$ cat config.mk
export PLATFORM = sky130hd
export DESIGN_NAME = alu_cmd_sequencer_flat
export DESIGN_NICKNAME = d
export VERILOG_FILES = /design/src/rtl/alu_cmd_sequencer_if.sv /design/src/rtl/alu_cmd_sequencer.sv /design/src/flat_wrapper.sv
export SDC_FILE = /design/constraint.sdc
export NUM_CORES = 1
export LEC_CHECK = 0
export BUFFER_PORTS_ARGS = -buffer_cell sky130_fd_sc_hd__clkbuf_2
export CAP_MARGIN = 10
export CORE_ASPECT_RATIO = 0.5
export CORE_MARGIN = 2
export CORE_UTILIZATION = 50
export CTS_CLUSTER_SIZE = 40
export DETAILED_ROUTE_END_ITERATION = 16
export PLACE_DENSITY = 0.74
export SLEW_MARGIN = 10
export SYNTH_ARGS = -nofsm -noshare
export SYNTH_HDL_FRONTEND = slang
export SYNTH_SLANG_ARGS = --single-unit
$ cat constraint.sdc
create_clock -name clk -period 2.2 [get_ports clk]
set_input_delay 0.11 -clock clk [delete_from_list [all_inputs] [get_ports clk]]
set_output_delay 0.11 -clock clk [all_outputs]
set_load 0.05 [all_outputs]
$ cat src/rtl/alu_cmd_sequencer_if.sv
// Command, ALU-issue and response signal bundle for alu_cmd_sequencer.
// Optional statistics ports exist only when ALU_SEQ_STATS_EN is defined.
interface alu_cmd_sequencer_if #(
  parameter int DATA_W = 2,
  parameter int SEL_W  = 2,
  parameter int DEPTH  = 4
);
  localparam int CNT_W = $clog2(DEPTH) + 1;

  logic              cmd_valid;
  logic              cmd_ready;
  logic [DATA_W-1:0] cmd_a;
  logic [DATA_W-1:0] cmd_b;
  logic [SEL_W-1:0]  cmd_op;
  logic [DATA_W-1:0] alu_a;
  logic [DATA_W-1:0] alu_b;
  logic [SEL_W-1:0]  alu_s;
  logic              alu_enable;
  logic [DATA_W-1:0] alu_result;
  logic              rsp_valid;
  logic              rsp_ready;
  logic [DATA_W-1:0] rsp_data;
  logic [SEL_W-1:0]  rsp_op;
  logic [CNT_W-1:0]  count;
`ifdef ALU_SEQ_STATS_EN
  logic [7:0]        done_count;
  logic              overflow_seen;
`endif

  modport slave (
`ifdef ALU_SEQ_STATS_EN
    output done_count,
    output overflow_seen,
`endif
    input  cmd_valid, cmd_a, cmd_b, cmd_op, alu_result, rsp_ready,
    output cmd_ready, alu_a, alu_b, alu_s, alu_enable,
    output rsp_valid, rsp_data, rsp_op, count
  );

  modport master (
`ifdef ALU_SEQ_STATS_EN
    input  done_count,
    input  overflow_seen,
`endif
    output cmd_valid, cmd_a, cmd_b, cmd_op, alu_result, rsp_ready,
    input  cmd_ready, alu_a, alu_b, alu_s, alu_enable,
    input  rsp_valid, rsp_data, rsp_op, count
  );
endinterface

$ cat src/rtl/alu_cmd_sequencer.sv
// Buffers ALU commands in a FIFO, issues them one at a time to arithmetic_unit
// and holds each result for a valid/ready response. Optional stats: ALU_SEQ_STATS_EN.
module alu_cmd_sequencer #(
  parameter int DATA_W = 2,
  parameter int SEL_W  = 2,
  parameter int DEPTH  = 4
) (
  input logic               clk,
  input logic               rst,
  alu_cmd_sequencer_if.slave bus
);
  localparam int PTR_W = $clog2(DEPTH);
  localparam int CNT_W = PTR_W + 1;
  localparam logic [CNT_W-1:0] DEPTH_C = CNT_W'(DEPTH);

  localparam logic [1:0] ST_IDLE  = 2'd0;
  localparam logic [1:0] ST_ISSUE = 2'd1;
  localparam logic [1:0] ST_HOLD  = 2'd2;

  logic [DATA_W-1:0] r_mem_a  [DEPTH];
  logic [DATA_W-1:0] r_mem_b  [DEPTH];
  logic [SEL_W-1:0]  r_mem_op [DEPTH];
  logic [PTR_W-1:0]  r_wr_ptr;
  logic [PTR_W-1:0]  r_rd_ptr;
  logic [CNT_W-1:0]  r_count;
  logic [1:0]        r_state;
  logic [DATA_W-1:0] r_alu_a;
  logic [DATA_W-1:0] r_alu_b;
  logic [SEL_W-1:0]  r_alu_s;
  logic              r_alu_enable;
  logic              r_rsp_valid;
  logic [DATA_W-1:0] r_rsp_data;
  logic [SEL_W-1:0]  r_rsp_op;

  logic w_cmd_ready;
  logic w_not_empty;
  logic w_push;
  logic w_pop;

  // The FIFO head is consumed only when the FSM loads it into the ALU registers.
  assign w_cmd_ready = (r_count < DEPTH_C);
  assign w_not_empty = (r_count != {CNT_W{1'b0}});
  assign w_push      = bus.cmd_valid && w_cmd_ready;
  assign w_pop       = w_not_empty &&
                       ((r_state == ST_IDLE) || ((r_state == ST_HOLD) && bus.rsp_ready));

  always_ff @(posedge clk) begin
    if (w_push) begin
      r_mem_a[r_wr_ptr]  <= bus.cmd_a;
      r_mem_b[r_wr_ptr]  <= bus.cmd_b;
      r_mem_op[r_wr_ptr] <= bus.cmd_op;
    end
  end

  always_ff @(posedge clk) begin
    if (rst) begin
      r_wr_ptr <= {PTR_W{1'b0}};
      r_rd_ptr <= {PTR_W{1'b0}};
      r_count  <= {CNT_W{1'b0}};
    end else begin
      if (w_push) r_wr_ptr <= r_wr_ptr + PTR_W'(1);
      if (w_pop)  r_rd_ptr <= r_rd_ptr + PTR_W'(1);
      if (w_push && !w_pop)      r_count <= r_count + CNT_W'(1);
      else if (!w_push && w_pop) r_count <= r_count - CNT_W'(1);
    end
  end

  always_ff @(posedge clk) begin
    if (rst) begin
      r_state      <= ST_IDLE;
      r_alu_a      <= {DATA_W{1'b0}};
      r_alu_b      <= {DATA_W{1'b0}};
      r_alu_s      <= {SEL_W{1'b0}};
      r_alu_enable <= 1'b0;
      r_rsp_valid  <= 1'b0;
      r_rsp_data   <= {DATA_W{1'b0}};
      r_rsp_op     <= {SEL_W{1'b0}};
    end else begin
      case (r_state)
        ST_IDLE: begin
          r_alu_enable <= 1'b0;
          if (w_pop) begin
            r_alu_a      <= r_mem_a[r_rd_ptr];
            r_alu_b      <= r_mem_b[r_rd_ptr];
            r_alu_s      <= r_mem_op[r_rd_ptr];
            r_alu_enable <= 1'b1;
            r_state      <= ST_ISSUE;
          end
        end
        ST_ISSUE: begin
          r_rsp_data   <= bus.alu_result;
          r_rsp_op     <= r_alu_s;
          r_rsp_valid  <= 1'b1;
          r_alu_enable <= 1'b0;
          r_state      <= ST_HOLD;
        end
        ST_HOLD: begin
          // Releasing a response and issuing the next command share one edge.
          if (bus.rsp_ready) begin
            r_rsp_valid <= 1'b0;
            if (w_pop) begin
              r_alu_a      <= r_mem_a[r_rd_ptr];
              r_alu_b      <= r_mem_b[r_rd_ptr];
              r_alu_s      <= r_mem_op[r_rd_ptr];
              r_alu_enable <= 1'b1;
              r_state      <= ST_ISSUE;
            end else begin
              r_state <= ST_IDLE;
            end
          end
        end
        default: begin
          r_alu_enable <= 1'b0;
          r_rsp_valid  <= 1'b0;
          r_state      <= ST_IDLE;
        end
      endcase
    end
  end

`ifdef ALU_SEQ_STATS_EN
  logic [7:0] r_done_count;
  logic       r_overflow_seen;

  always_ff @(posedge clk) begin
    if (rst) begin
      r_done_count    <= 8'd0;
      r_overflow_seen <= 1'b0;
    end else begin
      if (r_rsp_valid && bus.rsp_ready) r_done_count <= r_done_count + 8'd1;
      if (bus.cmd_valid && !w_cmd_ready) r_overflow_seen <= 1'b1;
    end
  end

  assign bus.done_count    = r_done_count;
  assign bus.overflow_seen = r_overflow_seen;
`endif

  assign bus.cmd_ready  = w_cmd_ready;
  assign bus.count      = r_count;
  assign bus.alu_a      = r_alu_a;
  assign bus.alu_b      = r_alu_b;
  assign bus.alu_s      = r_alu_s;
  assign bus.alu_enable = r_alu_enable;
  assign bus.rsp_valid  = r_rsp_valid;
  assign bus.rsp_data   = r_rsp_data;
  assign bus.rsp_op     = r_rsp_op;
endmodule

$ cat src/flat_wrapper.sv
// flat-port wrapper written by rule: the top's interface ports become plain ports
module alu_cmd_sequencer_flat 
#(
  parameter int DATA_W = 2,
  parameter int SEL_W  = 2,
  parameter int DEPTH  = 4
)
  (clk, rst, bus_cmd_valid, bus_cmd_a, bus_cmd_b, bus_cmd_op, bus_alu_result, bus_rsp_ready, bus_cmd_ready, bus_alu_a, bus_alu_b, bus_alu_s, bus_alu_enable, bus_rsp_valid, bus_rsp_data, bus_rsp_op, bus_count);
  alu_cmd_sequencer_if #(.DATA_W(DATA_W), .SEL_W(SEL_W), .DEPTH(DEPTH)) bus_i ();
  input logic clk;
  input logic rst;
  input wire logic [$bits(bus_i.cmd_valid)-1:0] bus_cmd_valid;
  input wire logic [$bits(bus_i.cmd_a)-1:0] bus_cmd_a;
  input wire logic [$bits(bus_i.cmd_b)-1:0] bus_cmd_b;
  input wire logic [$bits(bus_i.cmd_op)-1:0] bus_cmd_op;
  input wire logic [$bits(bus_i.alu_result)-1:0] bus_alu_result;
  input wire logic [$bits(bus_i.rsp_ready)-1:0] bus_rsp_ready;
  output wire logic [$bits(bus_i.cmd_ready)-1:0] bus_cmd_ready;
  output wire logic [$bits(bus_i.alu_a)-1:0] bus_alu_a;
  output wire logic [$bits(bus_i.alu_b)-1:0] bus_alu_b;
  output wire logic [$bits(bus_i.alu_s)-1:0] bus_alu_s;
  output wire logic [$bits(bus_i.alu_enable)-1:0] bus_alu_enable;
  output wire logic [$bits(bus_i.rsp_valid)-1:0] bus_rsp_valid;
  output wire logic [$bits(bus_i.rsp_data)-1:0] bus_rsp_data;
  output wire logic [$bits(bus_i.rsp_op)-1:0] bus_rsp_op;
  output wire logic [$bits(bus_i.count)-1:0] bus_count;
  assign bus_i.cmd_valid = bus_cmd_valid;
  assign bus_i.cmd_a = bus_cmd_a;
  assign bus_i.cmd_b = bus_cmd_b;
  assign bus_i.cmd_op = bus_cmd_op;
  assign bus_i.alu_result = bus_alu_result;
  assign bus_i.rsp_ready = bus_rsp_ready;
  assign bus_cmd_ready = bus_i.cmd_ready;
  assign bus_alu_a = bus_i.alu_a;
  assign bus_alu_b = bus_i.alu_b;
  assign bus_alu_s = bus_i.alu_s;
  assign bus_alu_enable = bus_i.alu_enable;
  assign bus_rsp_valid = bus_i.rsp_valid;
  assign bus_rsp_data = bus_i.rsp_data;
  assign bus_rsp_op = bus_i.rsp_op;
  assign bus_count = bus_i.count;
  alu_cmd_sequencer #(.DATA_W(DATA_W), .SEL_W(SEL_W), .DEPTH(DEPTH)) u_core (.clk(clk), .rst(rst), .bus(bus_i));
endmodule
==> out/summary.txt <==
synthesized area: 0.001881 sq mm
Leakage Power: 0.8691 nW
Sw Pwr: 1.188 mW
clk_skew: 0.002929 ns
worst setup margin: 0.09443 ns
routed vias/inst: 5.514
fraction of layout cells with a size suffix above 1: 31.36%
Mapped Cells: 139
Met2 Wirelength: 1.515 mm
switch share: 38.54%
die area: 0.004297 sq mm
first-pass GRT wire length: 5.154 mm
RD Place Congestion: 0.7459
power density over cell area: 1403 mW/mm^2
syn avg cell area: 13.53 sq um
reg2reg setup slack: 0.09 ns
Antenna Nets Post-Route: 0
area leader, netlist: edfxtp_1
post-synthesis sequential area ratio: 62.81%
Critical Path Fanout Max: 7
Num CTS Buffers: 5
die height: 47.37 um
worst setup path end: u_core.bus.count[2]
later-pin clock latency in the skew report: 0.30 ns
Pint: 1.894 mW
part of the power in registers: 41.3%
share of the synthesized area in the top cell type: 38.32%
Setup Fix Bufs, Post-CTS: 0
RR Endpoint: u_core.bus.count[2]
syn nets: 157
metal3 WL: 206 um
HP Class: in2reg
Core Box Area: 0.003510 sq mm
Clock Sink Count: 47
ant diodes: 0
status: complete, no violations
highest metal used: met4
PostCTS Resize Cnt: 0
root buffer cell: clkbuf_8
Final nets: 186
worst r2r path cells: 8
count of final setup violators: 0
hold path start: bus_cmd_a[1]
Starting Density: 53.58%
Worst-Margin Slew: 0.5712 ns
Clock Path Buffers: 2
GRT Resource Usage Total: 16.65%
# fillers: 294
clock power share: 20.2%
CTS tree: built
period utilisation layout: 95.71%
MaxCap Viol Count: 0
Pins Over Slew Limit: 0
synthesis-to-layout area growth: 16.77%
DRT iter0 DRCs: 30
Period minus WS final: 2.106 ns
setup TNS: 0 ns
worst slack at placement: 0.1083 ns
Die X: 90.73 um
routed len/inst: 14.87 um
Crit Reg-Reg Startpoint: u_core.bus.count[2]
FF+latch count, synth: 47
wire length on met1: 1.489 mm
Critical path origin: u_core.bus.count[2]
critical path type: reg2reg
total gr overflow: 0
num rows: 15
Yosys Warn Count: 0
CP endpoint kind: register
clock-pin slew on the worst setup and hold paths: 0.09 ns
H-tree depth: 2
initial antenna violation count: 0
Peak Freq: 474.9 MHz
TritonRoute pass-1 iters: 4
Critical Path Start Type: register
vias in the first global route: 1065
Buffers on Ports: 27
Combinational Power Share: 38.5%
unrepaired setup endpoints after global routing: false
hold buffer count at CTS: 0
Worst EP required: 2.42 ns
largest net degree at the start of global routing: 24
Final Hold Fails: 0
Cell variety after synth: 29
worst endpoint data arrival time: 2.33 ns
DRT Wirelength: 3.272 mm
DR vias: 1213
most frequent cells in the layout: 27 x clkbuf_2, 24 x edfxtp_1, 20 x dfxtp_1, 12 x nor2_1, 10 x a21oi_1
Layout Utilization: 62.57%
cell breakdown of the critical path: or3_4, nand3_2, ha_2, inv_1, fa_2, xor2_1, or3_1, a21oi_1
synth top area cells: edfxtp_1 38%, dfxtp_1 24%, mux4_2 7.2%
Final HPWL DP: 2.166 mm
Max VDD drop: 0.5075 mV
DRC viols: 0
commonest non-fill, non-tap cell in the layout: clkbuf_2
Top Ports: 28
CP peak stage delay: 0.39 ns
Slowest-stage cell, CP: or3_4
Relative slew margins: 61.84%
logic make-up after synthesis:
logic type,share of synthesized area (%)
DFF,62.81
and+or+nand+nor,10.91
AOI/OAI and AO/OA,6.121
buffers and inverters,3.393
muxes,10.98
adders and majority gates,4.391
xor gates and xnor gates,1.397
synthesized netlist by cell type:
master and number:
edfxtp_1 24, dfxtp_1 23, nor2_1 12, a21oi_1 10, nand4_1 7, o31ai_1 7
mux2i_1 6, mux4_2 6, clkbuf_1 5, ha_1 5, inv_1 5, and2_1 4
nor2b_1 4, buf_2 3, nor3_1 2, or3_1 2, xor2_1 2, a22oi_1 1
buf_6 1, fa_1 1, mux2_1 1, nand2_1 1, nand2b_1 1, nand3_1 1
nor3_2 1, o21ai_0 1, or2b_1 1, or4_4 1, xnor2_1 1
power by group through the flow:
stage                     clock network, mW  registers, mW  logic, mW
final                                 0.621           1.27       1.19
after global routing                  0.670           1.31       1.27
after CTS                             0.631           1.27       1.18
after detailed placement                  0           1.29       1.17
after global placement                    0           1.28       1.15
after floorplan                           0           1.54      0.672
registers in the layout (all words and copies together), names as in the netlist, named ones only:
name and cells:
u_core.r_state 2, u_core.bus.alu_b 2, u_core.bus.rsp_data 2, u_core.bus.rsp_valid 1
u_core.r_wr_ptr 2, u_core.r_mem_a 8, u_core.r_mem_b 8, u_core.r_mem_op 8
u_core.r_rd_ptr 2, u_core.bus.alu_enable 1, u_core.bus.alu_a 2, u_core.bus.count 3
u_core.bus.rsp_op 2, u_core.bus.alu_s 2
per-stage QoR:
stage          area (sq um)  std cells  total power, mW  hold WS (ns)
2_1_floorplan          1906        139            2.216        0.1893
6_report               2196        220            3.081       0.02710
4_1_cts                2191        220            3.087       0.02396
5_1_grt                2196        220            3.253       0.01382
3_5_place_dp           2083        212            2.465        0.3367
3_3_place_gp           2083        212            2.432        0.3265
layout make-up:
class                      count  area, sq um  share of cell area [%]
clock buffer                   5        68.82                   3.134
clock inverter                 3        38.79                   1.766
inverter                       5        18.77                  0.8547
multi-input combinational     78        650.6                   29.63
sequential                    47         1190                   54.19
tap                           51        63.81                   2.906
timing repair buffer          31        165.2                   7.521
worst min path at each step:
stage / end / cells past startpoint
after floorplan: u_core.bus.rsp_valid / 1
after global placement: u_core.r_mem_b[2][0] / 1
after detailed placement: u_core.r_mem_op[2][0] / 1
after CTS: u_core.r_mem_b[2][0] / 1
after global routing: u_core.r_mem_b[2][0] / 1
final: u_core.r_mem_a[2][1] / 1
metal layers:
metal  global-route usage [%]  up-vias
met3                    5.618       10
met5                        0        -
li1                         -      569
met2                    26.72       44
met1                    21.03      590
met4                    8.923        0
critical path: cells and delay by family (launching register included):
kind | cells | cell delay, ns
DFF | 1 | 0.37
adders and majority gates | 2 | 0.51
buffers and inverters | 1 | 0.05
AOI/OAI and AO/OA | 1 | 0.15
and+or+nand+nor | 3 | 0.79
xor gates and xnor gates | 1 | 0.15
No activity file was read; power rests on OpenSTA's default activity.
